===== config.mk =====
export PLATFORM = sky130hd
export DESIGN_NAME = sd_drive_arbiter
export DESIGN_NICKNAME = d
export VERILOG_FILES = /design/src/rtl/sd_drive_arbiter.sv
export SDC_FILE = /design/constraint.sdc
export NUM_CORES = 1
export LEC_CHECK = 0
export CAP_MARGIN = 25
export CORE_MARGIN = 3
export CORE_UTILIZATION = 25
export CTS_CLUSTER_DIAMETER = 120
export DETAILED_ROUTE_END_ITERATION = 6
export PLACE_DENSITY = 0.65
export SLEW_MARGIN = 20
export SYNTH_ARGS = -nofsm -noshare
export SYNTH_HDL_FRONTEND = slang
export SYNTH_SLANG_ARGS = --single-unit

===== constraint.sdc =====
create_clock -name clk -period 6.34 [get_ports clk]
set_clock_uncertainty 0.2 [all_clocks]
set_input_delay 1.268 -clock clk [delete_from_list [all_inputs] [get_ports clk]]
set_output_delay 1.268 -clock clk [all_outputs]
set_load 0.01 [all_outputs]

===== src/rtl/sd_drive_arbiter.sv =====
// sd_drive_arbiter: shares the single SD controller between NUM_DRV drive units.
// Picks a requesting drive (round-robin or fixed priority), latches its op/LSA,
// runs the req/ack/done exchange with the SD controller and returns a one-cycle
// drv_ack to the granted drive.
// Optional feature: define SDARB_WATCHDOG_EN to build a transfer watchdog that
// aborts a stalled REQ/XFER after TIMEOUT clocks and flags it with drv_err.
//
// Handshake: drv_req is a level held by the drive until it sees its drv_ack
// pulse; the arbiter will not re-grant that drive until it drops drv_req.
// sd_req is held high until sd_ack is sampled; sd_done is sampled in REQ or
// XFER only, so stray sd_ack/sd_done anywhere else has no effect.
module sd_drive_arbiter #(
  parameter int NUM_DRV = 8,
  parameter int OP_W    = 3,
  parameter int LSA_W   = 21,
  parameter int TIMEOUT = 2**20,
  localparam int SCAN_W = (NUM_DRV > 1) ? $clog2(NUM_DRV) : 1
) (
  input  logic                     clk,
  input  logic                     rst,
  input  logic                     clr,
  input  logic                     prio_mode,
  input  logic [NUM_DRV-1:0]       drv_req,
  input  logic [NUM_DRV*OP_W-1:0]  drv_op,
  input  logic [NUM_DRV*LSA_W-1:0] drv_lsa,
  output logic [NUM_DRV-1:0]       drv_ack,
  output logic                     drv_err,
  output logic                     sd_req,
  output logic [OP_W-1:0]          sd_op,
  output logic [LSA_W-1:0]         sd_lsa,
  input  logic                     sd_ack,
  input  logic                     sd_done,
  output logic [SCAN_W-1:0]        sd_scan,
  output logic                     busy,
  output logic [2:0]               dbg_state
);

  typedef enum logic [2:0] {IDLE = 3'd0, REQ = 3'd1, XFER = 3'd2, ACK = 3'd3, HOLD = 3'd4} state_t;

  state_t            state, state_nx;
  logic [SCAN_W-1:0] last_grant;
  logic [SCAN_W-1:0] win;
  logic [OP_W-1:0]   win_op;
  logic [LSA_W-1:0]  win_lsa;
  logic              timeout_hit;

  assign dbg_state = state;

  // Winner search: fixed priority scans from 0, round-robin from last_grant+1 with wrap.
  always_comb begin
    logic found;
    int   idx;
    win   = last_grant;
    found = 1'b0;
    idx   = 0;
    for (int i = 0; i < NUM_DRV; i++) begin
      if (prio_mode) begin
        idx = i;
      end else begin
        idx = int'(last_grant) + 1 + i;
        if (idx >= NUM_DRV) idx = idx - NUM_DRV;
      end
      if (!found && drv_req[SCAN_W'(idx)]) begin
        win   = SCAN_W'(idx);
        found = 1'b1;
      end
    end
    win_op  = drv_op[int'(win)*OP_W +: OP_W];
    win_lsa = drv_lsa[int'(win)*LSA_W +: LSA_W];
  end

  // Next-state logic; a watchdog expiry is treated like a completion (goes to ACK).
  always_comb begin
    state_nx = state;
    case (state)
      IDLE: if (|drv_req) state_nx = REQ;
      REQ: begin
        if (sd_ack && sd_done) state_nx = ACK;
        else if (timeout_hit)  state_nx = ACK;
        else if (sd_ack)       state_nx = XFER;
      end
      XFER: if (sd_done || timeout_hit) state_nx = ACK;
      ACK:  state_nx = HOLD;
      HOLD: if (!drv_req[sd_scan]) state_nx = IDLE;
      default: state_nx = IDLE;
    endcase
  end

  // State register and registered outputs, all derived from the next state.
  always_ff @(posedge clk or negedge rst) begin
    if (!rst) begin
      state      <= IDLE;
      sd_req     <= 1'b0;
      drv_ack    <= '0;
      busy       <= 1'b0;
      sd_op      <= '0;
      sd_lsa     <= '0;
      sd_scan    <= '0;
      last_grant <= SCAN_W'(NUM_DRV - 1);
    end else if (clr) begin
      state      <= IDLE;
      sd_req     <= 1'b0;
      drv_ack    <= '0;
      busy       <= 1'b0;
      last_grant <= SCAN_W'(NUM_DRV - 1);
    end else begin
      state   <= state_nx;
      sd_req  <= (state_nx == REQ);
      busy    <= (state_nx != IDLE);
      drv_ack <= '0;
      if (state_nx == ACK) drv_ack[sd_scan] <= 1'b1;
      if (state == IDLE && state_nx == REQ) begin
        sd_scan    <= win;
        last_grant <= win;
        sd_op      <= win_op;
        sd_lsa     <= win_lsa;
      end
    end
  end

`ifdef SDARB_WATCHDOG_EN
  localparam int WD_W = $clog2(TIMEOUT) + 1;
  logic [WD_W-1:0] wd_cnt;

  // Expiry is seen in the cycle whose count is TIMEOUT-1, so ACK lands TIMEOUT clocks after REQ entry.
  assign timeout_hit = (wd_cnt >= WD_W'(TIMEOUT - 1));

  // Watchdog counter: zero while idle (so it starts at 0 on REQ entry), counts in REQ/XFER.
  always_ff @(posedge clk or negedge rst) begin
    if (!rst) begin
      wd_cnt <= '0;
    end else if (clr || state == IDLE) begin
      wd_cnt <= '0;
    end else if (state == REQ || state == XFER) begin
      wd_cnt <= wd_cnt + 1'b1;
    end
  end

  // Abort flag: set when ACK is entered because of expiry rather than sd_done.
  always_ff @(posedge clk or negedge rst) begin
    if (!rst) begin
      drv_err <= 1'b0;
    end else if (clr) begin
      drv_err <= 1'b0;
    end else begin
      drv_err <= timeout_hit && state_nx == ACK &&
                 ((state == REQ && !(sd_ack && sd_done)) || (state == XFER && !sd_done));
    end
  end
`else
  assign timeout_hit = 1'b0;
  assign drv_err     = 1'b0;
`endif

endmodule


==> flow_summary.ini <==
[global_route]
busiest_layer = met2
use_met2 = 0.300
antenna_found_initial = 0
grt_overflow = 0
use_met3 = 0.0337
met1_usage = 0.248
grt_pass1_wl_um = 31300
grt_pass1_vias = 5192
grt_max_degree = 66
track_usage = 0.182

[power]
pwr-share-clk = 0.054
swShare = 0.508
p_seq_frac = 0.098
p_per_area_nw_per_um2 = 611
combPwrFrac = 0.848
p_int_uw = 2340
power_switching_uw = 2410
vdd_ir_drop_max_mv = 0.558
power_leakage_uw = 0.00315

[sta]
fmax_mhz = 180
hold_violations = 0
setup_viol = 0
worstMarginPinSlew_ps = 1060
fin_crit_ps = 5560
min_period_over_period = 0.877
grt_setup_unrepaired = false
finalSetupTns_ps = 0
finalMaxSlewViolations = 0
slew_headroom = 0.295
finalWorstSetupSlack_ps = 781

[logic_synthesis]
netlist_area_um2 = 5030
yosysWarnings = 0
yosys.area.top_type = dfrtp_1
ys_async_sr_fraction = 1.00
synth.area.top_cells = dfrtp_1 (20%), mux2i_1 (16%), mux2_2 (6.5%)
synth_edf_count = 0
synth-seq-area-share = 0.214
synth_seq_cells = 43
synth_area_per_cell_um2 = 9.31
synth_top_flop_cell = dfrtp_1
synth_nets = 749
synth.distinct_cells = 78
synthCells = 541
synth_top_area_frac = 0.199
synth.most_common_cell = mux2i_1
ys_top_cells_by_count = mux2i_1 (80), dfrtp_1 (40), nand2_1 (37), inv_1 (31), mux2_2 (29)

[placed_design]
io_buffer_count = 245
gp_congestion = 0.938
placed_area_um2 = 7640
dp_hpwl_um = 16300
pre_cts_slack_ps = 522

[clock_network]
cts_made_buffers = 5
postCtsSetupBuffers = 0
clock_path_buffers = 2
cts.clk_slew.worst_paths_ps = 70
clock_latency_ps = 280
cts_tree = yes
cts_resized = 0
cts_hold_buf = 0
cts_root_buf = clkbuf_16
h-tree-depth = 2
cts_sinks = 43

[critical_path]
crit_buf_inv = 3
end_kind = register
cp_cell_sequence = clkdlybuf4s50_1 -> buf_4 -> or2_0 -> a211oi_2 -> nor3_1 -> nor2_1 -> nand3_1 -> nor2_2 -> o31a_2 -> buf_12 -> mux2i_1 -> a2111o_1 -> o211ai_2
critical_path_required_ps = 6350
critPathMaxStageDelay_ps = 800
slowest_stage = nor2_2
cp-start-kind = primary input
crit_fanout = 65
cp.arrival_ps = 5570
critPathKind = primary input to register
crit_family = simple AND/OR/NAND/NOR gates

[floorplan]
initial_utilization = 0.256
dieHeight_um = 148
rows = 51
die_area_um2 = 21900
fp.dieW_um = 148
coreArea_um2 = 19700
ios = 247

[route]
post-route-drc-count = 1
finalWirelength_um = 20500
first_pass_iters = 7
initialDrtViolationCount = 442
viasPerCell = 5.16
via_count = 5278
routedWlPerCell_um = 20.1
ant_nets = 0

[cells_and_area]
register_area_um2 = 1080
drive_gt1_frac = 0.124
antennaDiodeCount = 0
area_delta_synth_final_pct = 54.6
multiInputGateArea_um2 = 3520
fillers = 2029
final_nets = 964
fin_area_um2 = 7780

[hold_path]
hp-class = register to register

[status]
violations = design-rule violations
status = finished, violations left

[job]
maxCapViolCount = 0
## worst register-to-register path, delay by kind of cell (launching register included)
| kind | cells | cell delay [ps] |
|---|---|---|
| fa+ha+maj | 1 | 290 |
| compound gates | 3 | 870 |
| buf+inv | 2 | 630 |
| flops | 1 | 530 |
| xor+xnor | 1 | 310 |
| simple gates | 3 | 1190 |
| mux | 3 | 1110 |
## per-layer routing
layer	up-vias	part of all wire
met5	-	0
met4	0	0.016
met3	20	0.071
met2	219	0.48
met1	2479	0.43
li1	2560	-
## cells in the final DEF (no fill, tap or decap), types with 3 or more instances in the layout
cell,instances
inv_1,31
o211a_1,23
nor2_1,19
nand4_1,4
a21oi_1,8
buf_4,14
nor3b_1,8
o311ai_0,23
clkbuf_16,5
or2_0,3
dfstp_2,3
and3_1,4
dfrtp_1,40
a211oi_1,8
o21a_1,7
a211oi_2,3
o211ai_2,14
clkdlybuf4s50_1,244
nor2b_1,5
a221oi_1,3
nand2_1,37
nand3_1,6
or2_1,3
o211ai_1,14
nor3_1,10
o2111ai_1,6
o21ai_0,6
nor4_1,4
o32ai_1,6
a2111o_1,23
mux2_2,29
mux2i_1,80
and2_1,4
## stage by stage
step	std cells	power, uW	hold slack (ps)	util
after floorplan	541	3580	329	-
final	1022	4750	292	0.396
after CTS	1022	4770	295	0.396
after global routing	1022	5100	314	0.396
after global placement	1013	4520	267	0.388
after detailed placement	1014	4500	270	0.389
## power groups by stage
stage	Combinational [uW]	Clock, uW	Sequential, uW
floorplan	3100	0	482
global placement	4050	0	470
detailed placement	4030	0	465
CTS	4040	263	465
global route	4340	272	481
finish	4030	257	464
## path summary, 6_finish.rpt
path / depth (start not counted) / endpoint / slack [ps] / from
min: 2 / sd_lsa[1]$_DFFE_PN0P_ / 290 / sd_lsa[1]$_DFFE_PN0P_
max in group asynchronous: 2 / last_grant[2]$_DFFE_PN1P_ / 4600 / rst
min reg2reg: 2 / sd_lsa[1]$_DFFE_PN0P_ / 290 / sd_lsa[1]$_DFFE_PN0P_
min in group asynchronous: 1 / sd_lsa[12]$_DFFE_PN0P_ / 740 / rst
max reg2reg: 13 / sd_lsa[8]$_DFFE_PN0P_ / 1150 / last_grant[0]$_DFFE_PN1P_
max: 13 / sd_lsa[8]$_DFFE_PN0P_ / 780 / prio_mode
## kinds of logic (layout without fill, tap and decap cells)
family	Yosys count	in the layout	share of synthesized area
fa+ha+maj	2	2	0.00497
xor+xnor	3	3	0.00969
buf+inv	84	300	0.0922
compound gates	171	171	0.312
mux	112	112	0.236
flops	43	43	0.214
simple gates	125	125	0.130
other cells	1	1	0.000745
## final cells by class
cell class                 count  share of cell area
clock buffer                   6              0.0166
clock inverter                 2             0.00161
inverter                      31              0.0149
multi-input combinational    414               0.453
sequential                    43               0.139
tap                          265              0.0426
timing repair buffer         261               0.333
## registers in the layout (all words and copies together), names as in the netlist
signal	flops
sd_scan	3
last_grant	3
drv_ack	8
busy	1
sd_lsa	21
sd_req	1
sd_op	3
dbg_state	3
(Power assumes the default switching activity.)
==> RTL change (config.mk and constraints unchanged) <==
The parameter `NUM_DRV` goes from 8 to 16.
--- a/src/rtl/sd_drive_arbiter.sv
+++ b/src/rtl/sd_drive_arbiter.sv
@@ -10,7 +10,7 @@
 // sd_req is held high until sd_ack is sampled; sd_done is sampled in REQ or
 // XFER only, so stray sd_ack/sd_done anywhere else has no effect.
 module sd_drive_arbiter #(
-  parameter int NUM_DRV = 8,
+  parameter int NUM_DRV = 16,
   parameter int OP_W    = 3,
   parameter int LSA_W   = 21,
   parameter int TIMEOUT = 2**20,
Ports: changed (5 resized); port bits go from 247 to 456. No check against the original RTL was run, so the function may have changed too.
==> RTL change against the unedited design <==
Sequential share of layout area shrank 5.2 points; routed wire length grew to 2.7 times the old value; final area is 96% higher; critical endpoint is now sd_lsa[18]; setup slack worse by 660 ps; the flow still finishes with violations (design-rule violations); sequential cell count increased by 10; synthesized area grew 86%.
Power is not shown: default switching activity piles up to over one toggle a cycle in this logic, so the estimate is an artifact.
==> RTL change: results (changes against the unedited design) <==
* #MultiIn Comb at 977 (+140%)
* Dpl ws at -332.7 ps (-854.4 ps)
* Gpl congestion at 0.9929 (+5.9%)
* Min Hold Slack at 303.1 ps (+10.85 ps)
* Initial DRC Count at 1,116 (+150%)
* Max incr delay on CP at 610 ps (-190 ps)
* Synth area leaders: mux2i_1, dfrtp_1, o211ai_1
* Placement Cell Area at 0.01507 mm2 (+97%)
* Setup crit end: sd_lsa[18]
* Hold path endpoint: sd_op[1]
* Largest net degree at the start of global routing at 63 (-4.5%)
* Multi-input combinational area share at 47.53% (+2.3 points)
* Rel. slew slack at 50.61% (+21 points)
* Fill count at 3,742 (+84%)
* DP HPWL at 45,130 um (+180%)
* Clock network share of area at 1.155% (-0.66 points)
* Crit-path slowest cell: or4_4
* Nonclk buf count at 579 (+120%)
* Reg2Reg Depth at 19 (+6)
* Hold Startpoint: sd_op[1]
* Gr usage total at 25.48% (+7.3 points)
* Met2 Use GR at 40.76% (+11 points)
* DRC violations left at 2 (+1)
* Via count at 12.25k (+130%)
* GRT met1 Usage at 36.82% (+12 points)
* Post-route insts no fill at 2,144 (+110%)
* Post-synth net total at 1,613 (+120%)
* Regs by FF count: sd_lsa x21, drv_ack x16
* Mapped Cells at 1,205 (+120%)
* Hold Crit Class: reg -> reg
* Failing checks: design-rule violations
* Layout area overhead at 62.88%
* Sequential area share after synthesis at 14.20% (-7.3 points)
* Met3 Routed Length at 3933 um (+170%)
* Post-CTS Resized at 0 (unchanged)
* Worst Path Arrival at 6180 ps (+610 ps)
* Antenna fix cells at 2 (+2)
* Buffering overhead at 37.33% (+4.0 points)
* Met3 usage at 3.676% (+0.30 points)
* Worst-path maximum fanout at 50 (-23%)
* Logic inverters at 57 (+84%)
* Post-layout min period at 6222 ps (+663.5 ps)
* Seq area share at 8.716% (-5.2 points)
* Initial antenna violation count at 1 (+1)
* Worst r2r dst: sd_lsa[18]
* Wire length on met2 at 25,250 um (+150%)
* Post-Route WL at 54,660 um (+170%)
* Post-synthesis cell type count at 102 (+31%)
* Async S/R FF share, synth at 100.0% (unchanged)
* Layout cell share with drive strength beyond 1 at 13.38% (+0.96 points)
* Clock sinks at 53 (+23%)
* CTS H-tree depth at 2 (unchanged)
* Top Layer Used: met5
* CP delay by family, top: compound AO/OA/AOI/OAI gates
* Status: finished with violations
* CLK BUF at 6 (unchanged)
* Met1 WL at 24,510 um (+180%)
* List of most frequent post-synthesis cells: mux2i_1, nand2_1, o211ai_1, nor2_1, nand3_1
* R2r setup slk at 220 ps (-930 ps)
==> RTL change: changes by cell type in the layout (fill, tap and decap cells not counted), moves of 31 or more <==
cell	unedited run	this run
clkdlybuf4s50_1	244	452
o211ai_1	14	126
nand2_1	37	134
buf_4	14	106
mux2i_1	80	138
nand3_1	6	60
nor2_1	19	66
a32oi_1	1	34
a21oi_1	8	39
==> RTL change: worst reg2reg max path, stage by stage (launching register included) <==
cell,delay [ps]
dfstp_2,650
inv_2,130
ha_1,320
buf_4,300
xnor2_4,190
a2111oi_2,450
a211oi_1,150
o21bai_2,370
nand4_2,260
or4_4,610
nor3_2,260
o21ai_1,210
a32oi_4,330
buf_12,200
buf_4,280
mux2i_4,380
a221oi_1,140
buf_4,150
o21ai_1,270
o211ai_1,140
==> RTL change: cell families after synthesis <==
kind of cell	synth area share (%)
other	0.03999
buffers and inverters	9.219
XOR/XNOR	1.935
AO/OA/AOI/OAI	35.13
AND/OR/NAND/NOR	19.79
multiplexers	19.43
flip-flops	14.20
adder cells (fa/ha/maj)	0.2668
